<file path="src/rtl/alu_exec_unit_if.sv">
// alu_exec_unit_if: RS issue and CDB result signals of the integer execute stage
interface alu_exec_unit_if #(
    parameter int ROB_SIZE_BIT = 4,
    parameter int RS_TYPE_BIT  = 4
);
    logic                    alu_input;
    logic [RS_TYPE_BIT-1:0]  arith_type;
    logic [31:0]             r1_val;
    logic [31:0]             r2_val;
    logic [ROB_SIZE_BIT-1:0] inst_rob_id;
    logic                    alu_stall;
    logic                    cdb_valid;
    logic [ROB_SIZE_BIT-1:0] cdb_rob_id;
    logic [31:0]             cdb_value;
    logic                    cdb_grant;

    modport master (
        output alu_input, arith_type, r1_val, r2_val, inst_rob_id, cdb_grant,
        input  alu_stall, cdb_valid, cdb_rob_id, cdb_value
    );

    modport slave (
        input  alu_input, arith_type, r1_val, r2_val, inst_rob_id, cdb_grant,
        output alu_stall, cdb_valid, cdb_rob_id, cdb_value
    );
endinterface

</file>
<file path="src/rtl/alu_exec_unit.sv">
// alu_exec_unit: single-cycle integer ALU whose results queue in a FIFO draining onto the CDB.
// Defining ALU_MUL_EN makes op 14 a 32x32 multiply (low word); otherwise op 14 yields zero.
module alu_exec_unit #(
    parameter int ROB_SIZE_BIT = 4,
    parameter int RS_TYPE_BIT  = 4,
    parameter int FIFO_DEPTH   = 4
) (
    input  logic           clk_in,
    input  logic           rst_in,
    input  logic           rdy_in,
    input  logic           rob_clear,
    alu_exec_unit_if.slave bus
);
    localparam int PTR_W = $clog2(FIFO_DEPTH);

    logic [RS_TYPE_BIT-1:0]  op;
    logic [31:0]             a;
    logic [31:0]             b;
    logic [4:0]              sh;
    logic [31:0]             result;
    logic [ROB_SIZE_BIT-1:0] tag_mem [FIFO_DEPTH];
    logic [31:0]             val_mem [FIFO_DEPTH];
    logic [PTR_W-1:0]        rd_ptr;
    logic [PTR_W-1:0]        wr_ptr;
    logic [PTR_W:0]          count;
    logic                    full;
    logic                    empty;
    logic                    push;
    logic                    pop;

    assign op    = bus.arith_type;
    assign a     = bus.r1_val;
    assign b     = bus.r2_val;
    assign sh    = bus.r2_val[4:0];
    assign full  = count == (PTR_W+1)'(FIFO_DEPTH);
    assign empty = count == '0;
    // Stall comes only from the registered count, so the RS never sees a grant-dependent path.
    assign push  = rdy_in && bus.alu_input && !full && !rob_clear;
    assign pop   = rdy_in && !empty && bus.cdb_grant && !rob_clear;

    assign bus.alu_stall  = full;
    assign bus.cdb_valid  = !empty;
    assign bus.cdb_rob_id = empty ? '0 : tag_mem[rd_ptr];
    assign bus.cdb_value  = empty ? '0 : val_mem[rd_ptr];

    // Decode the op code and compute the result of the instruction being issued
    always_comb begin
        result = '0;
        case (32'(op))
            0:  result = a + b;
            1:  result = a - b;
            2:  result = a & b;
            3:  result = a | b;
            4:  result = a ^ b;
            5:  result = a << sh;
            6:  result = a >> sh;
            7:  result = $signed(a) >>> sh;
            8:  result = {31'd0, $signed(a) < $signed(b)};
            9:  result = {31'd0, a < b};
            10: result = {31'd0, a == b};
            11: result = {31'd0, a != b};
            12: result = {31'd0, $signed(a) >= $signed(b)};
            13: result = {31'd0, a >= b};
`ifdef ALU_MUL_EN
            14: result = a * b;
`endif
            default: result = '0;
        endcase
    end

    // Result storage; stale entries are masked by the count, so no reset is needed
    always_ff @(posedge clk_in) begin
        if (push) begin
            tag_mem[wr_ptr] <= bus.inst_rob_id;
            val_mem[wr_ptr] <= result;
        end
    end

    // Queue pointers and occupancy; a flush discards the same-cycle issue and grant
    always_ff @(posedge clk_in) begin
        if (rst_in || (rdy_in && rob_clear)) begin
            rd_ptr <= '0;
            wr_ptr <= '0;
            count  <= '0;
        end else begin
            if (push) wr_ptr <= wr_ptr + PTR_W'(1);
            if (pop) rd_ptr <= rd_ptr + PTR_W'(1);
            count <= count + (PTR_W+1)'(push) - (PTR_W+1)'(pop);
        end
    end
endmodule

</file>
<file path="src/flat_wrapper.sv">
// flat-port wrapper written by rule: the top's interface ports become plain ports
module alu_exec_unit_flat 
#(
    parameter int ROB_SIZE_BIT = 4,
    parameter int RS_TYPE_BIT  = 4,
    parameter int FIFO_DEPTH   = 4
)
  (clk_in, rst_in, rdy_in, rob_clear, bus_alu_input, bus_arith_type, bus_r1_val, bus_r2_val, bus_inst_rob_id, bus_cdb_grant, bus_alu_stall, bus_cdb_valid, bus_cdb_rob_id, bus_cdb_value);
  alu_exec_unit_if #(.ROB_SIZE_BIT(ROB_SIZE_BIT), .RS_TYPE_BIT(RS_TYPE_BIT)) bus_i ();
  input  logic clk_in;
  input  logic rst_in;
  input  logic rdy_in;
  input  logic rob_clear;
  input wire logic [$bits(bus_i.alu_input)-1:0] bus_alu_input;
  input wire logic [$bits(bus_i.arith_type)-1:0] bus_arith_type;
  input wire logic [$bits(bus_i.r1_val)-1:0] bus_r1_val;
  input wire logic [$bits(bus_i.r2_val)-1:0] bus_r2_val;
  input wire logic [$bits(bus_i.inst_rob_id)-1:0] bus_inst_rob_id;
  input wire logic [$bits(bus_i.cdb_grant)-1:0] bus_cdb_grant;
  output wire logic [$bits(bus_i.alu_stall)-1:0] bus_alu_stall;
  output wire logic [$bits(bus_i.cdb_valid)-1:0] bus_cdb_valid;
  output wire logic [$bits(bus_i.cdb_rob_id)-1:0] bus_cdb_rob_id;
  output wire logic [$bits(bus_i.cdb_value)-1:0] bus_cdb_value;
  assign bus_i.alu_input = bus_alu_input;
  assign bus_i.arith_type = bus_arith_type;
  assign bus_i.r1_val = bus_r1_val;
  assign bus_i.r2_val = bus_r2_val;
  assign bus_i.inst_rob_id = bus_inst_rob_id;
  assign bus_i.cdb_grant = bus_cdb_grant;
  assign bus_alu_stall = bus_i.alu_stall;
  assign bus_cdb_valid = bus_i.cdb_valid;
  assign bus_cdb_rob_id = bus_i.cdb_rob_id;
  assign bus_cdb_value = bus_i.cdb_value;
  alu_exec_unit #(.ROB_SIZE_BIT(ROB_SIZE_BIT), .RS_TYPE_BIT(RS_TYPE_BIT), .FIFO_DEPTH(FIFO_DEPTH)) u_core (.clk_in(clk_in), .rst_in(rst_in), .rdy_in(rdy_in), .rob_clear(rob_clear), .bus(bus_i));
endmodule
</file>
<file path="config.mk">
export PLATFORM = sky130hd
export DESIGN_NAME = alu_exec_unit_flat
export DESIGN_NICKNAME = d
export VERILOG_FILES = /design/src/rtl/alu_exec_unit_if.sv /design/src/rtl/alu_exec_unit.sv /design/src/flat_wrapper.sv
export SDC_FILE = /design/constraint.sdc
export NUM_CORES = 1
export LEC_CHECK = 0
export CAP_MARGIN = 10
export CORE_MARGIN = 1.5
export CORE_UTILIZATION = 46
export CTS_CLUSTER_DIAMETER = 80
export CTS_CLUSTER_SIZE = 30
export DETAILED_ROUTE_END_ITERATION = 10
export GPL_TIMING_DRIVEN = 0
export MAX_ROUTING_LAYER = met4
export PLACE_DENSITY = 0.66
export SLEW_MARGIN = 20
export SYNTH_ARGS = -nofsm -noshare
export SYNTH_HDL_FRONTEND = slang
export SYNTH_SLANG_ARGS = --single-unit
</file>
<file path="constraint.sdc">
create_clock -name clk_in -period 8.9 [get_ports clk_in]
set_input_delay 0.89 -clock clk_in [delete_from_list [all_inputs] [get_ports clk_in]]
set_output_delay 0.89 -clock clk_in [all_outputs]
set_load 0.02 [all_outputs]
</file>
== After elaboration in Yosys (flattened, before gate mapping) ==
Memories as Yosys holds them, arrays and structs flattened. A register that Yosys moved wholly into a read port is not among the register bits.
Cells that the tools add are included.

* Bits in writable memories: 144
* Flip-flop bits (word level): 7
* Input port bits: 78
* Output and inout bits: 38
* Memories kept: 2

{| class="wikitable"
|+ Memory list
! name !! depth !! width !! read ports !! clocked after Yosys merged registers in !! wr ports !! RTL line !! source
|-
| u_core.val_mem || 4 || 32 || 1 || 1 || 1 || alu_exec_unit.sv:22 || <nowiki>logic [31:0] val_mem [FIFO_DEPTH];</nowiki>
|-
| u_core.tag_mem || 4 || 4 || 1 || 1 || 1 || alu_exec_unit.sv:21 || <nowiki>logic [ROB_SIZE_BIT-1:0] tag_mem [FIFO_DEPTH];</nowiki>
|}

* Shift operators: 3
* Muxes and demuxes: 9
* Reduce and logical (&&, ||, !) cells: 13
* Order comparisons: 4
* $add $sub $neg: 6
* Bitwise logic cells: 3
* Equality and inequality tests: 16

{| class="wikitable"
|+ Operators by type and width
! kind !! count
|-
| 32-bit case mux with 14 select lines || 1
|-
| 32-bit greater-or-equal comparator || 2
|-
| 32-bit less-than comparator || 2
|-
| 32-bit adder || 1
|-
| 32-bit AND || 1
|-
| 32-bit equality test || 1
|-
| 32-bit 2-to-1 mux || 1
|-
| 32-bit inequality test || 1
|-
| 32-bit bitwise OR || 1
|-
| 32-bit by 5-bit << shifter with 32-bit output || 1
|-
| 32-bit by 5-bit right shift with 32-bit output || 1
|-
| 32-bit by 5-bit >>> shifter with 32-bit output || 1
|-
| 32-bit subtractor || 1
|-
| 32-bit XOR || 1
|-
| 4-bit equality test (second input constant) || 6
|-
| 4-bit by 3-bit equality test with 1-bit output (second input constant) || 4
|-
| 4-bit by 2-bit equality test with 1-bit output (second input constant) || 2
|-
| 2-bit 2-to-1 mux || 4
|-
| 1-bit logical AND || 7
|-
| 2-bit by 1-bit adder with 2-bit output (second input constant) || 2
|-
| 4-bit by 1-bit equality test with 1-bit output (second input constant) || 1
|-
| 4-bit zero test || 1
|-
| 4-bit 2-to-1 mux || 1
|-
| 3-bit by 1-bit adder with 3-bit output || 1
|-
| other kinds (6) || 9
|}

== Depth between registers and ports, before layout ==
Gate-level depths: netlist (run 1).

* Depth after elaboration: 7
* Mapped depth: 16
* Gate-level depth less buffers: 14

== Worst setup path before layout (run 1) ==
OpenSTA, ideal clock, no wires.

* Path kind: input to register
* Start point: input port bus_r2_val[2]
* End point: memory u_core.val_mem[0][31] (data pin)
* Cell stages on the path: 15
* Slack: 3.990 ns
* Library setup time: 0.265 ns
* Arrival: 4.645 ns
* Path through: buf_2 clkinv_1 buf_1 buf_2 buf_1 ha_1 or4_4 a311oi_2 o2111ai_2 a211oi_2 o21ai_1 nand2_1 a2111oi_1 or3_1 a31o_1

* Cells in the longest elaborated chain, start to end: 2

{| class="wikitable"
|+ RTL lines
! item !! RTL line !! source
|-
| from (decl) || flat_wrapper.sv:17 || <nowiki>input wire logic [$bits(bus_i.r2_val)-1:0] bus_r2_val;</nowiki>
|-
| 32-bit subtractor, or another cell as far along || alu_exec_unit.sv:51 || <nowiki>1: result = a - b;</nowiki>
|-
| 32-bit case mux with 14 select lines (*) || alu_exec_unit.sv:49 || <nowiki>case (32'(op))</nowiki>
|-
| net u_core.result[31] || alu_exec_unit.sv:20 || <nowiki>logic [31:0] result;</nowiki>
|-
| to (decl) || alu_exec_unit.sv:22 ||
|}

The timed path passes the listed nets; every way through them passes the cells marked *.

== Final worst setup path (run 1) ==
* Start point: input port bus_r2_val[1]
* End point: memory u_core.val_mem[2][29] (data pin)

The elaborated chain is that of the path after synthesis.

==> results of run 1 <==
-- worst paths after layout --
check,from,endpoint,cells past startpoint
setup / recovery,bus_r2_val[1],u_core.val_mem[2][29],16
hold / removal,u_core.rd_ptr[0],u_core.rd_ptr[0],2
setup reg to reg,u_core.count[1],u_core.count[2],10
hold reg to reg,u_core.rd_ptr[0],u_core.rd_ptr[0],2
-- cells by family (layout without fill, tap and decap cells) --
group	count (synthesis)	count (layout)
compound gates	490	490
xor+xnor	28	28
fa+ha+maj	107	107
buf+inv	219	369
flops	153	153
mux	122	122
other cells	0	2
simple gates	431	431
-- synth_stat cells, drive strengths merged (6+ instances only) --
library cell | n | area [um^2]
o21a | 9 | 67.6
o221ai | 6 | 52.6
dfxtp | 9 | 180
nor2 | 159 | 597
a2111oi | 7 | 82.6
a221oi | 20 | 175
nor4 | 6 | 37.5
and2 | 16 | 100
inv | 103 | 387
ha | 104 | 1300
buf | 36 | 170
clkbuf | 77 | 289
mux4 | 55 | 1240
nand2 | 103 | 387
xnor2 | 25 | 219
a22oi | 9 | 67.6
o31ai | 10 | 75.1
nor3 | 33 | 165
mux2 | 9 | 101
nand3 | 17 | 85.1
a211oi | 33 | 258
a211o | 7 | 61.3
a21oi | 148 | 748
edfxtp | 144 | 4320
and3 | 9 | 61.3
a311oi | 7 | 67.6
o21ai | 110 | 554
mux2i | 58 | 581
a31oi | 15 | 93.8
a21o | 18 | 135
o211ai | 29 | 218
nor2b | 51 | 319
o21bai | 12 | 90.1
nand4 | 7 | 43.8
-- state kept, by name, indices dropped and copies added (netlist names), named ones only --
register and cells:
u_core.count 3, u_core.rd_ptr 2, u_core.tag_mem 16, u_core.val_mem 128
u_core.wr_ptr 2
-- stage by stage --
stage	hold WS [ps]	power (mW)
floorplan	485	1.26
global placement	517	1.53
detailed placement	522	1.53
CTS	588	2.34
global route	625	2.43
finish	591	2.35
-- critical path, cell delays in order --
cell,delay (ps)
clkdlybuf4s50_1,710
inv_2,350
buf_2,360
buf_2,370
clkbuf_1,720
ha_1,430
o21ba_1,260
or4_4,430
a311oi_2,430
o2111ai_2,250
a211oi_2,480
o21ai_1,190
a31oi_1,230
nor2_1,80
mux2i_1,150
o211ai_1,500
-- power groups by stage --
stage	registers, mW	logic (mW)	clock network [mW]
3_3_place_gp	0.829	0.699	0
4_1_cts	0.816	0.707	0.816
3_5_place_dp	0.829	0.702	0
2_1_floorplan	0.828	0.429	0
5_1_grt	0.816	0.770	0.846
6_report	0.816	0.731	0.803
-- layout make-up --
type / count / area share, %
clock inverters: 5 / 0.273
clock buffers: 27 / 3.89
multi-input cells: 1178 / 53.0
repair buffers: 118 / 7.39
inverters: 106 / 2.41
flip-flops and latches: 153 / 27.3
plain buffers: 113 / 2.78
well taps: 390 / 2.95
diodes: 2 / 0.0303
-- per-layer routing --
metal / vias to the layer above / wire length [um]
li1: 6078 / -
met1: 6685 / 23100
met2: 833 / 28300
met3: 226 / 4610
met4: 0 / 4050
met5: - / 0
==> flow_summary.json, run 1 <==
{
  "tightestPinTransition_ps": 1110,
  "synthAdderAreaFrac_pct": 9.64,
  "setup_ws_ps": 2220,
  "synth-compound-area-share_pct": 22.7,
  "clock_tree.buffer_depth": 3,
  "fillers": 2723,
  "outcome": "complete, no violations",
  "avgSynthCellArea_um2": 9.11,
  "synth_top_family_by_area": "compound AO/OA/AOI/OAI gates",
  "htree_levels": 4,
  "dp_worst_setup_slack_ps": 1920,
  "grt_use_met1_pct": 46.0,
  "netlist_area_um2": 14100,
  "final_common_cell": "nor2_1",
  "fin_crit_sh_pct": 75.1,
  "root_buffer": "clkbuf_16",
  "syn_inst": 1550,
  "grt-ovfl-total": 0,
  "firstDrtPassIters": 5,
  "fin_worst_skew_ps": 10.1,
  "cts-resized-gates": 0,
  "synth_cell_types": 86,
  "synthMuxAreaShare_pct": 13.6,
  "crit_type": "in -> reg",
  "use_met3_pct": 5.09,
  "rrSetupSlack_ps": 6350,
  "clock-sinks": 153,
  "max-slew-margin-rel_pct": 25.5,
  "cp.required_ps": 9080,
  "fin_util_pct": 55.2,
  "synth-simple-area-share_pct": 14.3,
  "antenna_found_initial": 2,
  "fp.dieArea_um2": 31700,
  "placed_area_um2": 15800,
  "period_minus_slack_ps": 6680,
  "gr-max-usage-layer": "met2",
  "drtAntennaViolNets": 0,
  "power.net_switching_mw": 0.748,
  "area_delta_synth_final_pct": 17.1,
  "cts_setup_buffers": 0,
  "cts_hold_buffers": 0,
  "syn_nets": 1735,
  "synth-xor-area-share_pct": 1.74,
  "maxCapViolations": 0,
  "drcViolationCount": 0,
  "num_io_pins": 116,
  "fin_nets": 1880,
  "fp.dieW_um": 178,
  "die_h_um": 178,
  "ir_worst_vdd_uv": 99.6,
  "dr.first_iter.drc_count": 1358,
  "start_util_pct": 47.1,
  "post_drt_wl_per_cell_um": 28.7,
  "final_cell_mix": "nor2_1 (159), a21oi_1 (146), edfxtp_1 (144), clkdlybuf4s50_1 (114), o21ai_0 (105)",
  "power_frac_seq_pct": 34.7,
  "rsz0062_at_grt": "false",
  "insertion_delay_ps": 460,
  "met2_usage_pct": 63.3,
  "layout-drive-gt1-share_pct": 8.35,
  "p_int_mw": 1.60,
  "pwr-share-clk_pct": 34.2,
  "final_cells": 2092,
  "num_vias": 13822,
  "worstPathMaxFanout": 12,
  "seqCellArea_um2": 4500,
  "leakagePower_nw": 6.20,
  "fin_area_um2": 16500,
  "synth_edf_count": 144,
  "gp_congestion": 1.04,
  "ys.flop_type": "edfxtp_1",
  "setup_tns_ps": 0,
  "slew_viol_final": 0,
  "path_clk_slew_ps": 50,
  "wl_um": 60100,
  "switching_share_pct": 31.9,
  "synthArstFlopShare_pct": 0,
  "gr-usage-all-layers_pct": 38.9,
  "synth_seq_cells": 153,
  "cts_buffers": 25,
  "p_per_area_nw_per_um2": 142,
  "cts_tree": "done",
  "end_kind": "flop",
  "start_kind": "input port",
  "ys_seq_area_share_pct": 31.9,
  "hp-class": "reg -> reg",
  "grt_pass1_vias": 13505,
  "max_clock_freq_mhz": 150,
  "setup_viol": 0,
  "multi_input_area_um2": 8770,
  "ys_warn_count": 0,
  "row_count": 63,
  "grt_pass1_wl_um": 86600,
  "portBuffers": 114,
  "worstPathArrival_ps": 6870,
  "core_um2": 30000,
  "vias_per_cell": 6.61,
  "grt_max_degree": 27,
  "pwr-share-comb_pct": 31.1,
  "placed_cells": 2058,
  "hold_viol": 0,
  "dp_hpwl_um": 47800
}
(Power assumes the default switching activity.)
==> inputs of run 2 (changes only) <==
==> constraint.sdc (replaced) <==
create_clock -name clk_in -period 6.7 [get_ports clk_in]
set_input_delay 0.67 -clock clk_in [delete_from_list [all_inputs] [get_ports clk_in]]
set_output_delay 0.67 -clock clk_in [all_outputs]
set_load 0.02 [all_outputs]
==> results of run 2 <==
Same layout as run 1 (identical final DEF). Status: complete, no violations.
Among the figures that moved: setup slack after placement 1920 ps -> -63.1 ps; setup slack after layout 2220 ps -> 236 ps; register-to-register setup slack 6350 ps -> 4150 ps; total power 2.35 mW -> 3.12 mW; worst IR drop on VDD 99.6 uV -> 132 uV
